File: config.mk
export PLATFORM = sky130hd
export DESIGN_NAME = bcd4_to_bin
export DESIGN_NICKNAME = d
export VERILOG_FILES = /design/src/rtl/bcd4_to_bin.sv
export SDC_FILE = /design/constraint.sdc
export NUM_CORES = 1
export LEC_CHECK = 0
export BUFFER_PORTS_ARGS = -buffer_cell sky130_fd_sc_hd__buf_2
export CAP_MARGIN = 20
export CORE_MARGIN = 3
export CORE_UTILIZATION = 61
export DETAILED_ROUTE_END_ITERATION = 8
export MAX_ROUTING_LAYER = met4
export PLACE_DENSITY = 0.91
export SLEW_MARGIN = 25
export SYNTH_ARGS = -nofsm -noshare
export SYNTH_HDL_FRONTEND = slang
export SYNTH_SLANG_ARGS = --single-unit
export TNS_END_PERCENT = 20
File: constraint.sdc
create_clock -name clk -period 6.4 [get_ports clk]
set_input_delay 0.96 -clock clk [delete_from_list [all_inputs] [get_ports clk]]
set_output_delay 0.96 -clock clk [all_outputs]
set_load 0.005 [all_outputs]
File: src/rtl/bcd4_to_bin.sv
// Sequential packed-BCD to binary converter (Horner, one digit per clock, start/ready handshake).
// Define BCD2BIN_ERR_EN to flag invalid digits (0xA..0xE) on the error output.
module bcd4_to_bin #(
   parameter int DIGITS = 4,
   parameter int WIDTH  = 14
) (
   input  logic                  clk,
   input  logic                  rst,
   input  logic                  start,
   input  logic [4*DIGITS-1:0]   bcd,
   output logic                  ready,
   output logic                  done,
   output logic [WIDTH-1:0]      value,
   output logic                  error
);

   localparam int IDXW = (DIGITS > 1) ? $clog2(DIGITS) : 1;

   typedef enum logic {IDLE, ACCUM} state_t;

   state_t                  state_reg, state_next;
   logic [DIGITS-1:0][3:0]  shadow_reg, shadow_next;
   logic [IDXW-1:0]         idx_reg, idx_next;
   logic [WIDTH-1:0]        acc_reg, acc_next;
   logic [WIDTH-1:0]        value_reg, value_next;
   logic                    done_reg, done_next;

   logic [3:0]              digit;
   logic [3:0]              digit_val;
   logic [WIDTH+3:0]        mac;
   logic [WIDTH-1:0]        acc_step;

   // Blanks (0xF) and invalid codes both contribute zero to the result.
   assign digit     = shadow_reg[idx_reg];
   assign digit_val = (digit <= 4'd9) ? digit : 4'd0;
   assign mac       = ({4'b0, acc_reg} << 3) + ({4'b0, acc_reg} << 1)
                    + {{WIDTH{1'b0}}, digit_val};
   assign acc_step  = WIDTH'(mac);

`ifdef BCD2BIN_ERR_EN
   logic err_acc_reg, err_acc_next;
   logic error_reg, error_next;
   logic invalid;

   assign invalid = (digit >= 4'hA) && (digit <= 4'hE);
   assign error   = error_reg;
`else
   assign error = 1'b0;
`endif

   always_ff @(posedge clk) begin
      if (rst) begin
         state_reg  <= IDLE;
         shadow_reg <= '0;
         idx_reg    <= '0;
         acc_reg    <= '0;
         value_reg  <= '0;
         done_reg   <= 1'b0;
`ifdef BCD2BIN_ERR_EN
         err_acc_reg <= 1'b0;
         error_reg   <= 1'b0;
`endif
      end else begin
         state_reg  <= state_next;
         shadow_reg <= shadow_next;
         idx_reg    <= idx_next;
         acc_reg    <= acc_next;
         value_reg  <= value_next;
         done_reg   <= done_next;
`ifdef BCD2BIN_ERR_EN
         err_acc_reg <= err_acc_next;
         error_reg   <= error_next;
`endif
      end
   end

   always_comb begin
      state_next  = state_reg;
      shadow_next = shadow_reg;
      idx_next    = idx_reg;
      acc_next    = acc_reg;
      value_next  = value_reg;
      done_next   = 1'b0;
`ifdef BCD2BIN_ERR_EN
      err_acc_next = err_acc_reg;
      error_next   = error_reg;
`endif
      case (state_reg)
         IDLE: begin
            if (start) begin
               shadow_next = bcd;
               acc_next    = '0;
               idx_next    = IDXW'(DIGITS - 1);
               state_next  = ACCUM;
`ifdef BCD2BIN_ERR_EN
               err_acc_next = 1'b0;
`endif
            end
         end
         ACCUM: begin
            acc_next = acc_step;
            idx_next = idx_reg - IDXW'(1);
`ifdef BCD2BIN_ERR_EN
            err_acc_next = err_acc_reg | invalid;
`endif
            // Least significant digit: publish result and return to idle together.
            if (idx_reg == '0) begin
               value_next = acc_step;
               done_next  = 1'b1;
               state_next = IDLE;
`ifdef BCD2BIN_ERR_EN
               error_next = err_acc_reg | invalid;
`endif
            end
         end
         default: state_next = IDLE;
      endcase
   end

   assign ready = (state_reg == IDLE);
   assign done  = done_reg;
   assign value = value_reg;

endmodule

==> impl_metrics.json <==
{
  "status": "finished, final reports clean",
  "n_antenna_cell": 0,
  "stdcell_area_um2": 2740,
  "cts_tree": "built",
  "drt_iter0_drc": 139,
  "fillCellCount": 280,
  "critPathLaunchType": "flop",
  "synth.distinct_cells": 47,
  "yosysWarnings": 0,
  "max_freq_ghz": 0.289,
  "synth_top_area_cell": "dfxtp_1",
  "antenna_found_initial": 0,
  "yosysMostFrequentCell": "nand2_1",
  "clock_latency_ns": 0.31,
  "crit_family": "simple AND/OR/NAND/NOR gates",
  "ys_seq_area_share_pct": 38.3,
  "die_h_um": 69.5,
  "clkTransAtPathRegs_ns": 0.09,
  "rsz0062_at_grt": "no",
  "r2r-start": "idx_reg[1]",
  "ff2ff_setup_slack_ns": 2.94,
  "finalWirelength_um": 5330,
  "crit_required_ns": 6.62,
  "drt-wirelength-per-cell_um": 15.2,
  "ir_drop_uv": 131,
  "maxCapViolations": 0,
  "final_net_count": 346,
  "dpl_cell_area_um2": 2620,
  "period_needed_ns": 3.46,
  "cts_resized": 0,
  "gp_congestion": 0.898,
  "postSynthAreaPerCell_um2": 8.83,
  "die_w_um": 69.5,
  "ys_ff_latch": 47,
  "synth_ff_type": "dfxtp_1",
  "hold_viol": 0,
  "period_share_pct": 54.0,
  "cts_setup_buffers": 0,
  "crit_fanout": 6,
  "dr_total_vias": 2080,
  "pwr_density_cell_nw_per_um2": 221,
  "rows": 22,
  "grt_pass1_vias": 1998,
  "initial_core_util_pct": 65.1,
  "clock_skew_ns": 0.0118,
  "relSlewSlack_pct": 41.0,
  "core_um2": 3770,
  "overflow": 0,
  "synth_top_area_share_pct": 38.3,
  "largest_reg_flops": 16,
  "cp.arrival_ns": 3.68,
  "yosys-top-cells-area": "dfxtp_1, ha_1, nand2_1",
  "gr-usage-all-layers_pct": 24.0,
  "r2r_end": "acc_reg[9]",
  "die_area_um2": 4820,
  "via_per_inst": 5.93,
  "setup_tns_ns": 0,
  "finalMaxSlewViolations": 0,
  "synth_area_um2": 2460,
  "slowest_stage": "mux4_2",
  "grt_max_degree": 37,
  "regArea_um2": 941,
  "cp_cell_sequence": "mux4_2 -> nor2_1 -> nand2_1 -> fa_1 -> inv_1 -> ha_1 -> a21oi_1 -> nor2b_1 -> a31oi_4 -> o21ai_2 -> or4b_1 -> o311ai_1",
  "cts_root_buf": "clkbuf_8",
  "synth-edff-count": 0,
  "crit_path_end_kind": "flop",
  "p_leak_nw": 1.22,
  "ys_async_sr_fraction_pct": 0,
  "path_depth": 12,
  "syn_inst": 278,
  "critPathKind": "reg -> reg",
  "antenna_left": 0,
  "multi_input_area_um2": 1400,
  "critPathLaunch": "idx_reg[1]",
  "hold_buffers": 0,
  "slowest_delay_ns": 0.58,
  "grt_pass1_wl_um": 9090,
  "synth_nets": 322,
  "areaGrowthSynthToFinish_pct": 11.5,
  "cts_buffers": 5,
  "drt-pass1-iter-count": 4,
  "setup_violations": 0,
  "htreeDepth": 2,
  "hpwl_um": 3790,
  "ys_top_cells_by_count": "nand2_1, dfxtp_1, a21oi_1, ha_1, clkbuf_1",
  "cts_sinks": 47,
  "clockBufferDepth": 2,
  "r2r_cells": 12,
  "cp-endpoint": "acc_reg[9]",
  "portBuffers": 34,
  "drcViolationCount": 0,
  "tightest_slew_ns": 0.884,
  "worst-path-buf-inv": 1,
  "drive_above_1_share_pct": 18.2,
  "pin_count": 36,
  "hp-class": "reg -> reg"
}
where the power goes:
part           internal (mW)  total [mW]  switching, mW
clock                  0.118       0.225          0.107
sequential             0.303       0.315         0.0123
combinational         0.0274      0.0659         0.0385
logic make-up after synthesis:
group	count (synthesis)	synth area share, %
xor gates and xnor gates	11	3.92
adders and majority gates	25	13.3
buffers and inverters	31	4.99
AOI/OAI and AO/OA	70	18.5
other	1	0.153
DFF	47	38.3
muxes	4	3.67
and+or+nand+nor	89	17.1
cell usage in the layout, fill, tap and decap left out, drive strengths merged, types with 2 or more instances in the layout:
cell type  synthesis  final
nand2             48     48
dfxtp             47     47
buf                4     35
a21oi             31     31
ha                23     23
o21ai             14     14
inv               12     13
nor2              11     11
xnor2              9      9
a22o               6      6
nand3              6      6
nor3b              5      5
clkbuf            14      5
mux4               4      4
nor2b              4      4
nor3               3      3
a21o               3      3
nand4              3      3
or4b               3      3
a211oi             2      2
o311ai             2      2
o21a               2      2
xor2               2      2
fa                 2      2
clkinv             1      2
a31o               2      2
o21bai             2      2
per-stage QoR:
step                utilization [%]  hold slack (ns)  total power [mW]  cells  worst slack (ns)
floorplan                         -            0.433             0.367    278              3.11
global placement               69.5            0.427             0.383    343              3.14
detailed placement             69.5            0.434             0.386    343              3.01
CTS                            72.6            0.446             0.611    351              2.93
global route                   72.6            0.473             0.631    351              2.68
finish                         72.6            0.442             0.607    351              2.94
metal layers:
layer,track usage (%),vias to the layer above,wire (µm)
li1,-,1022,-
met2,39.8,70,2610
met1,27.5,968,2230
met3,5.07,20,312
met4,11.7,0,177
met5,-,-,0
tightest hold or removal path, delay by kind of cell (launching register included):
kind	cells	cell delay (ns)
DFF	1	0.32
and+or+nand+nor	1	0.05
AOI/OAI and AO/OA	1	0.05
area by class of cell:
| cell class | count | area share, % |
|---|---|---|
| inverters | 13 | 1.78 |
| flip-flops and latches | 47 | 34.4 |
| clock buffers | 5 | 2.51 |
| clock inverters | 3 | 1.74 |
| repair buffers | 35 | 6.49 |
| multi-input cells | 200 | 50.9 |
| well taps | 48 | 2.19 |
how the worst min path moves through the flow:
stage | from | endpoint | slack (ns) | cells after the start
final | value[10] | value[10] | 0.44 | 2
after CTS | value[10] | value[10] | 0.45 | 2
after global placement | value[9] | value[9] | 0.43 | 2
after floorplan | shadow_reg[11] | shadow_reg[11] | 0.43 | 2
after global routing | value[10] | value[10] | 0.47 | 2
after detailed placement | value[10] | value[10] | 0.43 | 2
(Power assumes the default switching activity.)
